### src/rtl/ball_ctrl.sv
// Ball owner: holds position/direction, steps at a programmable rate and resolves
// wall, paddle and brick bounces. All outputs are registered.
module ball_ctrl #(
  parameter int COORD_W   = 10,
  parameter int SCREEN_W  = 640,
  parameter int SCREEN_H  = 480,
  parameter int BALL_SIZE = 20,
  parameter int PADDLE_W  = 80,
  parameter int PADDLE_Y  = 440,
  parameter int SPEED     = 1
) (
  input  logic               clk,
  input  logic               rst,
  input  logic               launch,
  input  logic [24:0]        delay_done,
  input  logic [COORD_W-1:0] paddle_x,
  input  logic               brick_hit_v,
  input  logic               brick_hit_h,
  output logic [COORD_W-1:0] ball_x,
  output logic [COORD_W-1:0] ball_y,
  output logic               dir_x,
  output logic               dir_y,
  output logic               moving,
  output logic               bounce_ack,
  output logic               ball_lost,
  output logic [2:0]         state_dbg
);

  localparam int XW    = COORD_W + 1;
  localparam int CNT_W = 25;

  localparam logic [XW-1:0] X_MAX     = XW'(SCREEN_W - BALL_SIZE);
  localparam logic [XW-1:0] SZ_W      = XW'(BALL_SIZE);
  localparam logic [XW-1:0] HALF_BALL = XW'(BALL_SIZE / 2);
  localparam logic [XW-1:0] HALF_PAD  = XW'(PADDLE_W / 2);
  localparam logic [XW-1:0] PW_W      = XW'(PADDLE_W);
  localparam logic [XW-1:0] PY_W      = XW'(PADDLE_Y);
  localparam logic [XW-1:0] SH_W      = XW'(SCREEN_H);
  localparam logic [XW-1:0] SPD_W     = XW'(SPEED);

  localparam logic [COORD_W-1:0] X_RESET = COORD_W'((SCREEN_W - BALL_SIZE) / 2);
  localparam logic [COORD_W-1:0] Y_HOME  = COORD_W'(PADDLE_Y - BALL_SIZE);
  localparam logic [COORD_W-1:0] X_EDGE  = COORD_W'(SCREEN_W - BALL_SIZE);

  typedef enum logic [2:0] {
    IDLE   = 3'd0,
    WAIT   = 3'd1,
    STEP   = 3'd2,
    SETTLE = 3'd3,
    CHECK  = 3'd4,
    LOST   = 3'd5
  } state_t;

  state_t             state_q, state_d;
  logic [CNT_W-1:0]   cnt_q, cnt_d;
  logic [COORD_W-1:0] ball_x_q, ball_x_d;
  logic [COORD_W-1:0] ball_y_q, ball_y_d;
  logic               dir_x_q, dir_x_d;
  logic               dir_y_q, dir_y_d;
  logic               moving_q, moving_d;
  logic               bounce_ack_q, bounce_ack_d;
  logic               ball_lost_q, ball_lost_d;

  // Widened copies so adding sizes/offsets never wraps.
  logic [XW-1:0] bx_w, by_w, px_w;
  logic [XW-1:0] idle_raw, idle_x;
  logic [XW-1:0] step_x, step_y, x_inc;
  logic [XW-1:0] bottom, ball_right, pad_right, ball_ctr, pad_ctr;
  logic          on_paddle;

  always_comb begin
    bx_w       = {1'b0, ball_x_q};
    by_w       = {1'b0, ball_y_q};
    px_w       = {1'b0, paddle_x};
    idle_raw   = px_w + HALF_PAD - HALF_BALL;
    idle_x     = (idle_raw > X_MAX) ? X_MAX : idle_raw;
    x_inc      = bx_w + SPD_W;
    if (dir_x_q) step_x = (x_inc > X_MAX) ? X_MAX : x_inc;
    else         step_x = (bx_w < SPD_W) ? '0 : bx_w - SPD_W;
    if (dir_y_q) step_y = by_w + SPD_W;
    else         step_y = (by_w < SPD_W) ? '0 : by_w - SPD_W;
    bottom     = by_w + SZ_W;
    ball_right = bx_w + SZ_W;
    pad_right  = px_w + PW_W;
    ball_ctr   = bx_w + HALF_BALL;
    pad_ctr    = px_w + HALF_PAD;
    on_paddle  = dir_y_q && (bottom >= PY_W) && (bottom <= PY_W + SPD_W) &&
                 (ball_right >= px_w) && (bx_w <= pad_right);
  end

  always_comb begin
    state_d      = state_q;
    cnt_d        = cnt_q;
    ball_x_d     = ball_x_q;
    ball_y_d     = ball_y_q;
    dir_x_d      = dir_x_q;
    dir_y_d      = dir_y_q;
    bounce_ack_d = 1'b0;

    case (state_q)
      IDLE: begin
        ball_x_d = idle_x[COORD_W-1:0];
        ball_y_d = Y_HOME;
        if (launch) begin
          dir_x_d = 1'b1;
          dir_y_d = 1'b0;
          cnt_d   = '0;
          state_d = WAIT;
        end
      end
      WAIT: begin
        if (cnt_q >= delay_done) begin
          cnt_d   = '0;
          state_d = STEP;
        end else begin
          cnt_d = cnt_q + 1'b1;
        end
      end
      STEP: begin
        ball_x_d = step_x[COORD_W-1:0];
        ball_y_d = step_y[COORD_W-1:0];
        state_d  = SETTLE;
      end
      SETTLE: state_d = CHECK;
      CHECK: begin
        if (bottom >= SH_W) begin
          state_d = LOST;
        end else begin
          // Later rules override earlier ones on the same axis.
          if (brick_hit_v || brick_hit_h) bounce_ack_d = 1'b1;
          if (brick_hit_v) dir_y_d = ~dir_y_q;
          if (brick_hit_h) dir_x_d = ~dir_x_q;
          if (on_paddle) begin
            dir_y_d = 1'b0;
            dir_x_d = (ball_ctr >= pad_ctr);
          end
          if (ball_x_q == '0)    dir_x_d = 1'b1;
          if (ball_x_q == X_EDGE) dir_x_d = 1'b0;
          if (ball_y_q == '0)    dir_y_d = 1'b1;
          state_d = WAIT;
        end
      end
      LOST: begin
        if (launch) state_d = IDLE;
      end
      default: state_d = IDLE;
    endcase

    moving_d    = (state_d == WAIT) || (state_d == STEP) ||
                  (state_d == SETTLE) || (state_d == CHECK);
    ball_lost_d = (state_d == LOST);
  end

  always_ff @(posedge clk or negedge rst) begin
    if (!rst) begin
      state_q      <= IDLE;
      cnt_q        <= '0;
      ball_x_q     <= X_RESET;
      ball_y_q     <= Y_HOME;
      dir_x_q      <= 1'b1;
      dir_y_q      <= 1'b0;
      moving_q     <= 1'b0;
      bounce_ack_q <= 1'b0;
      ball_lost_q  <= 1'b0;
    end else begin
      state_q      <= state_d;
      cnt_q        <= cnt_d;
      ball_x_q     <= ball_x_d;
      ball_y_q     <= ball_y_d;
      dir_x_q      <= dir_x_d;
      dir_y_q      <= dir_y_d;
      moving_q     <= moving_d;
      bounce_ack_q <= bounce_ack_d;
      ball_lost_q  <= ball_lost_d;
    end
  end

  assign ball_x     = ball_x_q;
  assign ball_y     = ball_y_q;
  assign dir_x      = dir_x_q;
  assign dir_y      = dir_y_q;
  assign moving     = moving_q;
  assign bounce_ack = bounce_ack_q;
  assign ball_lost  = ball_lost_q;
  assign state_dbg  = state_q;

endmodule
### config.mk
export PLATFORM = sky130hd
export DESIGN_NAME = ball_ctrl
export DESIGN_NICKNAME = d
export VERILOG_FILES = /design/src/rtl/ball_ctrl.sv
export SDC_FILE = /design/constraint.sdc
export NUM_CORES = 1
export LEC_CHECK = 0
export CAP_MARGIN = 25
export CORE_UTILIZATION = 63
export CTS_CLUSTER_DIAMETER = 100
export DETAILED_ROUTE_END_ITERATION = 6
export PLACE_DENSITY = 0.88
export SYNTH_ARGS = -nofsm -noshare
export SYNTH_HDL_FRONTEND = slang
export SYNTH_SLANG_ARGS = --single-unit
### constraint.sdc
create_clock -name clk -period 10.1 [get_ports clk]
set_clock_uncertainty 0.1 [all_clocks]
set_input_delay 1.01 -clock clk [delete_from_list [all_inputs] [get_ports clk]]
set_output_delay 1.01 -clock clk [all_outputs]
set_load 0.05 [all_outputs]
==> flow_summary.ini <==
[logic_synthesis]
ys_ff_latch = 53
ys_warn_count = 0
muxShareOfSynthArea = 0.0157
ys_types = 71
seq_area_frac_synth = 0.230
synthCells = 745
synth_ff_type = dfrtp_1
async_flop_share = 1.00
synth-edff-count = 0
avgSynthCellArea_um2 = 7.83
mappedNetlistArea_um2 = 5830
synth_top_family_by_area = compound AO/OA/AOI/OAI gates
synth_xor_area_frac = 0.0729
synth_compound_area_frac = 0.236
synthSimpleGateAreaFrac = 0.228
synth_fp_nets = 860
synth_fa_ha_area_frac = 0.161

[outcome]
status = complete, but fails checks
violations = design-rule violations

[layout]
final_cell_mix = 75 x ha_1, 66 x clkdlybuf4s50_1, 57 x inv_1
diodes = 0
final_util = 0.747
drive_above_1_share = 0.0518
final_common_cell = ha_1
area_growth_pct = 13.4
fin_nets = 905
finalNonFillerCells = 899

[clock_tree]
cts_resized = 0
hold_buffers = 0
cts_tree = done
htree_levels = 2
clkTransAtPathRegs_ns = 0.10
cts_setup_buffers = 0
cts-root-buf = clkbuf_8
cts_sinks = 53
cts_buffers = 5
clk_latency_ns = 0.31
clk_path_buf_depth = 2

[sta]
fin_setup_tns_ns = 0
setup_violations = 0
tightestPinTransition_ns = 0.838
post-route-period-util = 0.395
finalCriticalPeriod_ns = 3.99
rsz0062_at_grt = no
finalHoldViolations = 0
drv_slew = 0
fmax_mhz = 251
slew_headroom = 0.437
fin_ws_ns = 6.11

[pwr]
clock_power_share = 0.096
power.density_nw_per_um2 = 198
power_uw = 1310
ir_worst_vdd_mv = 0.178
p_int_uw = 642
p_sw_uw = 666
pwr-share-seq = 0.306
p_leak_uw = 0.00299
swShare = 0.509
comb_power_share = 0.598

[worst_hold_path]
hold_class = flop to flop
hp-start = cnt_q[24]$_DFFE_PN0P_

[setup_path]
crit_path_end_kind = flop
cp-start-kind = input pin
r2r_cells = 12
r2r_slack_ns = 6.47
cp_max_fo = 6
crit_buf_inv = 1
path_delay_family = compound AO/OA/AOI/OAI gates
endpoint = dir_x$_DFFE_PN1P_
startpoint = paddle_x[4]
cp.required_ns = 10.22
critPathMaxStageDelay_ns = 0.55
r2r_end = dir_y$_DFFE_PN0P_
crit_type = input pin to flop
worstReg2RegStart = ball_x[3]$_DFFE_PN0P_
worstPathCellList = clkdlybuf4s50_1 -> ha_1 -> o21ai_0 -> xnor2_1 -> ha_1 -> a21o_1 -> a21oi_1 -> o21ai_0 -> o31ai_1 -> a31oi_1 -> o31ai_1 -> a41oi_1
slowest_stage = clkdlybuf4s50_1
cp.depth = 12
cp.arrival_ns = 4.11

[floorplan]
design.portCount = 68
dieArea_um2 = 9650
die_width_um = 98.2
fp.dieH_um = 98.2
start_util = 0.659
coreArea_um2 = 8850
rows = 34

[routing]
ant_nets = 0
drtPass1Iterations = 7
vias_per_cell = 6.58
drc = 4
drt-total-wl_um = 15700
num_vias = 5915
routedWlPerCell_um = 17.5
drt_iter0_drc = 552

[place]
dp_cells = 891
port_buffers = 67
pre_cts_ws_ns = 5.82
hpwl_um = 12100
routabilityCongestion = 0.926

[global_routing]
grt_pass1_wl_um = 26000
grt_max_degree = 54
use_met3 = 0.0329
grt_use_met1 = 0.470
grt.overflow.total = 0
antenna_found_initial = 0
grt_pass1_vias = 5417
top_usage_layer = met2
grt_util_met2 = 0.536
grt_usage = 0.329

[flow_run]
cap_viol_max_count = 0
==> worst min path at each step <==
| stage | end | slack (ns) | cells past startpoint |
|---|---|---|---|
| after floorplan | cnt_q[19]$_DFFE_PN0P_ | 0.39 | 1 |
| after global placement | cnt_q[24]$_DFFE_PN0P_ | 0.41 | 2 |
| after detailed placement | cnt_q[24]$_DFFE_PN0P_ | 0.43 | 2 |
| after CTS | cnt_q[24]$_DFFE_PN0P_ | 0.45 | 2 |
| after global routing | cnt_q[24]$_DFFE_PN0P_ | 0.47 | 2 |
| final | cnt_q[24]$_DFFE_PN0P_ | 0.45 | 2 |
==> area by class of cell <==
class	instances	area, µm²
flip-flops and latches	53	1340
inverters	57	214
clock inverters	2	13.8
repair buffers	69	681
fillers	700	2230
multi-input cells	604	4160
clock buffers	6	72.6
well taps	108	135
==> power by group through the flow <==
stage               Sequential (µW)  Combinational (µW)  Clock (µW)
global placement                394                 742           0
finish                          400                 783         125
global route                    409                 863         134
CTS                             394                 775         126
detailed placement              398                 769           0
floorplan                       403                 534           0
==> stage by stage <==
stage               hold WS (ns)  cell area (µm²)
floorplan                  0.394             5830
global placement           0.414             6530
detailed placement         0.427             6530
CTS                        0.451             6610
global route               0.470             6610
finish                     0.455             6610
==> cell usage after synthesis, drive strengths merged (3+ instances only) <==
cell type,number,area share
dfstp,10,0.045
a22o,6,0.0090
o211ai,4,0.0051
nand4,15,0.016
nor3,27,0.025
o21ai,47,0.041
a21oi,52,0.045
xnor2,31,0.050
a2111oi,4,0.0060
and3,13,0.014
mux2i,8,0.014
or3,7,0.0075
ha,75,0.16
nand2b,9,0.0097
a41oi,5,0.0075
a31oi,32,0.035
clkbuf,24,0.015
and2,4,0.0043
dfrtp,43,0.18
buf,7,0.0051
o2111ai,3,0.0045
xor2,15,0.023
nand3,35,0.030
nor2b,6,0.0064
a21o,11,0.014
nor4b,3,0.0045
o31ai,10,0.013
nor2,57,0.037
o21a,9,0.012
nor4,13,0.015
a211oi,6,0.0077
nand2,56,0.036
or2,3,0.0032
o22ai,3,0.0032
inv,57,0.037
==> metal layers <==
metal | routed length (µm) | vias up
li1 | - | 2821
met1 | 6910 | 2781
met2 | 7420 | 284
met3 | 1120 | 29
met4 | 252 | 0
met5 | 0 | -
==> tightest hold or removal path, stage by stage (launching register included) <==
cell and delay, ns:
dfrtp_1 0.40, nand2_1 0.06, nand2_1 0.06
==> sequential cells by signal, indices dropped and copies added (netlist names) <==
name,flops
bounce_ack,1
moving,1
dir_x,1
state_dbg,3
dir_y,1
ball_x,10
ball_y,10
ball_lost,1
cnt_q,25
==> cell families (layout without fill, tap and decap cells) <==
| logic type | after synthesis | after routing |
|---|---|---|
| AND/OR/NAND/NOR | 261 | 261 |
| AO/OA/AOI/OAI | 213 | 213 |
| buffers and inverters | 88 | 134 |
| adder cells (fa/ha/maj) | 75 | 75 |
| flip-flops | 53 | 53 |
| XOR/XNOR | 46 | 46 |
| multiplexers | 9 | 9 |
Note: power is estimated with default switching activity, not from simulation.
